## src/rtl/fetch_buffer.sv

```systemverilog
// ============================================================================
// fetch_buffer
//
// Purpose
//   A small circular instruction queue between the fetch and decode stages.
//   Fetch pushes {pc, instr} pairs and decode pops them in the same order.
//   A flush on a taken branch or jump discards every buffered entry.
//
// Configuration
//   FETCH_BUF_BYPASS_EN (macro, undefined by default)
//     When defined, an instruction that arrives while the buffer is empty is
//     shown on pop_* in the same cycle. If decode takes it in that cycle, it
//     is never stored. When undefined, every entry goes through storage and
//     appears on pop_* one cycle after the edge that accepts it.
//
// Parameters
//   DEPTH       number of entries; a power of two in the range 2..16
//
// Ports
//   clk         single clock; all state changes on its rising edge
//   reset       synchronous, active-high reset
//   push_valid  fetch presents an instruction this cycle
//   push_pc     PC of the presented instruction
//   push_instr  presented instruction word
//   push_ready  buffer accepts a push this cycle (PC register write enable)
//   pop_valid   head entry is valid for decode
//   pop_ready   decode consumes the head entry this cycle
//   pop_pc      PC of the head entry, zero when pop_valid is low
//   pop_instr   instruction of the head entry, zero (nop) when pop_valid is low
//   flush       redirect: discard all entries and ignore this cycle's push/pop
//   count       number of valid entries
// ============================================================================
module fetch_buffer #(
    parameter int DEPTH = 4
) (
    input  logic                     clk,
    input  logic                     reset,
    input  logic                     push_valid,
    input  logic [31:0]              push_pc,
    input  logic [31:0]              push_instr,
    output logic                     push_ready,
    output logic                     pop_valid,
    input  logic                     pop_ready,
    output logic [31:0]              pop_pc,
    output logic [31:0]              pop_instr,
    input  logic                     flush,
    output logic [$clog2(DEPTH):0]   count
);

    localparam int PTR_W = $clog2(DEPTH);
    localparam int CNT_W = PTR_W + 1;
    localparam logic [CNT_W-1:0] FULL_CNT = CNT_W'(DEPTH);

    // Entry storage. It is never reset: the pointers and count alone decide
    // which entries are live.
    logic [31:0] pc_mem    [DEPTH];
    logic [31:0] instr_mem [DEPTH];

    logic [PTR_W-1:0] rd_ptr_q, rd_ptr_d;
    logic [PTR_W-1:0] wr_ptr_q, wr_ptr_d;
    logic [CNT_W-1:0] count_q,  count_d;

    logic head_valid;   // at least one stored entry
    logic bypass_hit;   // incoming instruction shown directly on pop_*
    logic push_fire;    // handshake completes on the push side
    logic pop_fire;     // handshake completes on the pop side
    logic store_en;     // push is written into storage
    logic deq_en;       // stored head entry is removed

    // ------------------------------------------------------------------
    // Output and handshake decode
    // ------------------------------------------------------------------
    always_comb begin
        head_valid = (count_q != '0);

        // Full means not ready, even if a pop happens in the same cycle.
        // There is no full pass-through, so push_ready depends only on count.
        push_ready = (count_q != FULL_CNT);

`ifdef FETCH_BUF_BYPASS_EN
        bypass_hit = (count_q == '0) && push_valid && !flush;
`else
        bypass_hit = 1'b0;
`endif

        pop_valid = head_valid || bypass_hit;

        // The head is chosen from state and push_* only. It never depends on
        // pop_ready. Idle outputs are forced to zero so decode sees a nop.
        if (head_valid) begin
            pop_pc    = pc_mem[rd_ptr_q];
            pop_instr = instr_mem[rd_ptr_q];
        end else if (bypass_hit) begin
            pop_pc    = push_pc;
            pop_instr = push_instr;
        end else begin
            pop_pc    = 32'h0000_0000;
            pop_instr = 32'h0000_0000;
        end

        push_fire = push_valid && push_ready && !flush;
        pop_fire  = pop_valid && pop_ready && !flush;

        // If a bypassed instruction is consumed in its arrival cycle, it never
        // touches storage. Otherwise it is stored like any other push.
        store_en = push_fire && !(bypass_hit && pop_ready);
        deq_en   = pop_fire && head_valid;

        count = count_q;
    end

    // ------------------------------------------------------------------
    // Next-state: pointers and occupancy
    // ------------------------------------------------------------------
    always_comb begin
        rd_ptr_d = rd_ptr_q;
        wr_ptr_d = wr_ptr_q;
        count_d  = count_q;

        if (flush) begin
            rd_ptr_d = '0;
            wr_ptr_d = '0;
            count_d  = '0;
        end else begin
            // DEPTH is a power of two, so natural overflow wraps DEPTH-1 to 0.
            if (store_en) begin
                wr_ptr_d = wr_ptr_q + PTR_W'(1);
            end
            if (deq_en) begin
                rd_ptr_d = rd_ptr_q + PTR_W'(1);
            end
            unique case ({store_en, deq_en})
                2'b10:   count_d = count_q + CNT_W'(1);
                2'b01:   count_d = count_q - CNT_W'(1);
                default: count_d = count_q;
            endcase
        end
    end

    // ------------------------------------------------------------------
    // Control state (reset applies here only)
    // ------------------------------------------------------------------
    always_ff @(posedge clk) begin
        if (reset) begin
            rd_ptr_q <= '0;
            wr_ptr_q <= '0;
            count_q  <= '0;
        end else begin
            rd_ptr_q <= rd_ptr_d;
            wr_ptr_q <= wr_ptr_d;
            count_q  <= count_d;
        end
    end

    // ------------------------------------------------------------------
    // Entry storage write
    // ------------------------------------------------------------------
    // A write during a reset cycle does no harm, because the count is cleared
    // and the slot will be overwritten before it is read again.
    always_ff @(posedge clk) begin
        if (store_en) begin
            pc_mem[wr_ptr_q]    <= push_pc;
            instr_mem[wr_ptr_q] <= push_instr;
        end
    end

endmodule

```

## config.mk

```make
export PLATFORM = sky130hd
export DESIGN_NAME = fetch_buffer
export DESIGN_NICKNAME = d
export VERILOG_FILES = /design/src/rtl/fetch_buffer.sv
export SDC_FILE = /design/constraint.sdc
export NUM_CORES = 1
export LEC_CHECK = 0
export ABC_AREA = 1
export CORE_UTILIZATION = 30
export DETAILED_ROUTE_END_ITERATION = 6
export GPL_ROUTABILITY_DRIVEN = 0
export PLACE_DENSITY = 0.46
export SLEW_MARGIN = 5
export SYNTH_ARGS = -nofsm -noshare
export SYNTH_HDL_FRONTEND = slang
export SYNTH_SLANG_ARGS = --single-unit
export TNS_END_PERCENT = 20
```

## constraint.sdc

```tcl
create_clock -name clk -period 4.6 [get_ports clk]
set_input_delay 0.92 -clock clk [delete_from_list [all_inputs] [get_ports clk]]
set_output_delay 0.92 -clock clk [all_outputs]
set_load 0.01 [all_outputs]
```

# ---- After elaboration in Yosys (flattened, before gate mapping)
# Memories as Yosys holds them, arrays and structs flattened. A register that Yosys moved wholly into a read port is not among the register bits.
# Cells that the tools add are included.
dict set report classes {
  bitwise_logic 0
  n_mul 0
  n_lt_le_gt_ge 0
  n_div 0
  n_reduce_logical 9
  n_eq_ne 3
  shift 0
  addsub 4
  mux 9
}
# op count
set ops {}
lappend ops {{32-bit two-way mux} 2}
lappend ops {{2-bit two-way mux} 4}
lappend ops {{3-bit one-hot mux with 2 select lines} 1}
lappend ops {{1-bit logical AND} 5}
lappend ops {{2-bit by 1-bit adder with 2-bit output, second input constant} 2}
lappend ops {{3-bit by 1-bit adder with 3-bit output, second input constant} 1}
lappend ops {{3-bit inequality test, second input constant} 1}
lappend ops {{3-bit nonzero test} 1}
lappend ops {{3-bit by 1-bit subtractor with 3-bit output, second input constant} 1}
lappend ops {{2-bit by 1-bit equality test with 1-bit output, second input constant} 1}
lappend ops {{2-bit equality test, second input constant} 1}
lappend ops {{1-bit two-way mux} 2}
lappend ops {{2-bit nonzero test} 1}
lappend ops {{2-bit OR reduction} 1}
lappend ops {{1-bit zero test} 1}
dict set report totals {
  word_cells 30
  romBits 0
  output_inout_bits 69
  n_memories 2
  register_bits 7
  latchBits 0
  inputBits 69
  ram_bits 256
}
# memory depth word_bits rd rd_ports_with_merged_regs write_ports line_no
set memory_table {}
lappend memory_table {instr_mem 4 32 1 1 1 57} ;# logic [31:0] instr_mem [DEPTH];
lappend memory_table {pc_mem 4 32 1 1 1 56} ;# logic [31:0] pc_mem [DEPTH];

# ---- Logic depth before layout (Yosys ltp)
dict set report depth {
  word_depth 6
  ltp_mapped 13
  depth_no_buf 13
}

# ---- Worst setup path after synthesis
# No wires, ideal clock.
dict set report synth_timing {
  kind {input to register}
  from {input port flush}
  to {memory instr_mem[0][0] (enable)}
  setup_time_ns 0.487
  stages 3
  required_time_ns 4.113
  arrival_ns 3.831
  path_slack_ns 0.283
  path_cell_list {inv_1 -> nand3_1 -> nor2_1}
}
dict set report synth_between {
  elab_chain_len 4
}
# element line_no
set synth_rtl {}
lappend synth_rtl {{start, declared} 46} ;# input logic flush,
lappend synth_rtl {{1-bit zero test} 101} ;# push_fire = push_valid && push_ready && !flush;
lappend synth_rtl {{1-bit logical AND} 101}
lappend synth_rtl {{1-bit two-way mux} 161} ;# if (store_en) begin
lappend synth_rtl {{1-bit two-way mux (implied by the code)} 163} ;# instr_mem[wr_ptr_q] <= push_instr;
lappend synth_rtl {{end, declared} 57}
# Every way passes these cells.

==> run summary <==
The run finished with clean final reports. The wire length of the first global-routing pass came out at 37,470 um. The floorplan has 67 rows.

The worst clock skew is 0.01013 ns. Across the VDD grid, the largest voltage drop is 0.0002307 V. TritonCTS built the clock tree.

The total of endpoints with negative setup slack in the final report came out at 0. In this run the most used layer during global routing was met2. Entering global routing, the biggest net connects 69 pins. The TritonCTS buffer count came out at 29. The final-stage net count is 1,039. The count of final max-slew check failures is 0.

Post-CTS timing repair inserted 0 buffers for setup. The largest total area in the synthesized netlist belongs to edfxtp_1. The worst setup path is launched from a flop. The number of unique standard cell types used by synthesis is 17. The clock period minus final worst setup slack is 3.636 ns. The clock edge transition at the registers on the reported setup and hold paths is 0.06 ns. After floorplanning, the core was sized to cover 33,870 um^2. The master of the slowest instance on the critical path is clkdlybuf4s50_1. The number of antenna diodes in the final layout is 0. The worst max-slew margin expressed relative to the limit is 0.4198. The share of synthesized registers carrying an async set or reset is 0. The met3 global-route usage came out at 0.03092.

The cell with the most instances after synthesis is nor2_1. Setup repair after global routing left no endpoint under its margin. In the synthesized netlist, the cells that appear most often are 270 x nor2_1, 256 x edfxtp_1, 119 x o21ai_0, 68 x a21oi_1.

The overall die area came out at 35,480 um^2. The signal on the critical path passes through buf_4 -> nor2_1 -> nor2_1 -> o21ai_0 -> a21oi_1 -> clkdlybuf4s50_1. The number of filler instances in the final layout came out at 3,236. The number of port buffers is 137.

Dividing total power by cell area gives a power density of 395.2 nW/um^2. The proportion of netlist area held by the largest area contributor is 0.7378. Counting stages on the worst path, the most repeated cell is nor2_1.

The count of nets left with antenna violations after detail routing is 0. The stage delay of the slowest cell on the critical path came out at 0.59 ns. The worst setup path is of the reg2out kind.

At the pin with the least slew margin, the transition time is 0.8703 ns. The floorplan die height came out at 188.4 um. The sum of net half-perimeters after detailed placement is 13,210 um. The residual overflow from global routing is 0.

The initial utilization of the core area, before any placement, comes to 0.3077. The worst setup slack after layout came out at 0.9639 ns. The max capacitance violation total came out at 0. The gate count after technology mapping is 829. The min-delay analysis places its worst path in the category reg2reg. The analysis attributes to cell leakage a power of 4.379 nW. OpenSTA, run right after detailed placement, puts the worst setup slack at 1.495 ns.

CTS built an H-tree with a depth of 1. Of the available clock period, the critical path in the final layout requires 0.7904. The routed via count came out at 6,460. The top fanout value on the critical path is 67. The synthesis warning total is 0. The worst-case clock buffer depth is 3. The floorplan die width is 188.4 um.

Data on the critical path arrives at its endpoint at 2.72 ns. The number of clock sinks seen by CTS came out at 265. The post-detailed-route via-to-cell ratio is 4.505. For this run, design rule violations remaining after detail routing come to 0. For met2 alone, demand over resource in global routing was 0.2215. The post-synth design cell area came out at 10,420 um^2. The number of synthesized flops with an enable pin came out at 256. The number of detailed-route iterations in the first pass came out at 5. The average routed wire per standard cell is 17.12 um. The leading register cell type out of synthesis is edfxtp_1.

Buffers inserted to repair hold after CTS numbered 0. For this run, the total global-route usage over all layers was measured as 0.1373. The setup slack on the worst flop-to-flop path came out at 2.38 ns. The root buffer cell chosen for the clock tree is clkbuf_16. The share of layout cells above drive strength 1 is 0.06389. The cell family contributing the most delay on the critical path is buffers and inverters. The initial antenna violation count came to 3. The total count of hold-check failures in the final report came out at 0. The number of gates resized after cts came out at 0. Data on the critical path is required at its endpoint by 3.68 ns.

The worst setup path is captured at a primary output. The fraction of the yosys area taken by sequential cells came out at 0.7550. For this run, the top clock speed supported by timing is 275.0 MHz. The violation count after the first detailed-route iteration came out at 331. The clock latency on the worst-skew pair came out at 0.53 ns. Summed over all layers, the routed wires come to 24,550 um. In this run, synthesis produced a sequential element count of 265. The synthesized net count came out at 904. The via count of the first global-routing pass came out at 6,448. By area the synthesized netlist is led by edfxtp_1 74%, nor2_1 9.7%, o21ai_0 5.7%, a21oi_1 3.3%, dfxtp_1 1.7%. Pin placement for this block handled 138 I/O pins. The summed negative setup slack over all endpoints came out at 0 ns. The area growth from synthesis to layout is 26.12%. The number of buffers and inverters on the critical path is 2. A synthesized cell averages 12.57 um^2. The met1 usage came out at 0.1872.
flip-flops by register name, summed over array words and instances (netlist names), named ones only:
| register | flops |
|---|---|
| count | 3 |
| instr_mem | 128 |
| pc_mem | 128 |
| rd_ptr_q | 2 |
| wr_ptr_q | 2 |
area by class of cell:
cell class | count | area [um^2] | area share
multi-input cells | 496 | 2205 | 0.1678
flip-flops and latches | 265 | 7873 | 0.5991
clock buffers | 35 | 748.2 | 0.05694
inverters | 21 | 80.08 | 0.006093
repair buffers | 151 | 1514 | 0.1152
clock inverters | 18 | 161.4 | 0.01228
well taps | 448 | 560.5 | 0.04265
layer usage:
layer  up-vias  routed length, um  share of wire
met4         4                419          0.017
met3        44               1295          0.053
li1       3185                  -              -
met2       131              11210           0.46
met5         -                 25         0.0010
met1      3096              11600           0.47
cells by family (layout without fill, tap and decap cells):
kind of cell,Yosys count,after routing,synth area share
AND/OR/NAND/NOR,293,293,0.1061
AO/OA/AOI/OAI,197,197,0.09462
flip-flops,265,265,0.7550
adder cells (fa/ha/maj),6,6,0.007925
buffers and inverters,68,225,0.03626
stage by stage:
step	power (mW)	instances	area (um^2)	hold WS [ns]	utilization
after floorplan	2.867	829	10420	0.4624	-
after global placement	3.047	1381	12230	0.4819	0.3612
after detailed placement	3.050	1381	12230	0.4835	0.3612
after CTS	5.271	1434	13140	0.4917	0.3880
after global routing	5.388	1434	13140	0.5298	0.3880
final	5.194	1434	13140	0.4953	0.3880
final timing paths:
| check | endpoint | from | depth (start not counted) |
|---|---|---|---|
| setup reg to reg | pc_mem[3][29]$_DFFE_PP_ | count[0]$_SDFFE_PP0P_ | 5 |
| hold reg to reg | flop | rd_ptr_q[1]$_SDFFE_PP0P_ | 2 |
| hold / removal | flop | rd_ptr_q[1]$_SDFFE_PP0P_ | 2 |
| setup / recovery | pop_pc[12] | flop | 6 |
worst min-delay path: cells and delay by family, from the launching register on:
family          cells  cell delay (ns)
flops               1             0.32
compound gates      1             0.07
simple gates        1             0.06
report_power, final:
part	total [mW]	switching, mW	internal (mW)
Sequential	2.71	0.00994	2.70
Combinational	0.287	0.158	0.130
Clock	2.20	0.884	1.32
Total	5.19	1.05	4.14
cells in the final DEF (no fill, tap or decap), drive strengths merged, types with 2 or more instances in the layout:
| master | n |
|---|---|
| edfxtp | 256 |
| nand2 | 18 |
| o21ai | 129 |
| dfxtp | 9 |
| buf | 14 |
| nand3 | 5 |
| inv | 20 |
| clkdlybuf4s50 | 137 |
| nor2 | 270 |
| clkinv | 14 |
| ha | 5 |
| clkinvlp | 2 |
| bufinv | 3 |
| a21oi | 68 |
| clkbuf | 35 |
(Power assumes the default switching activity.)
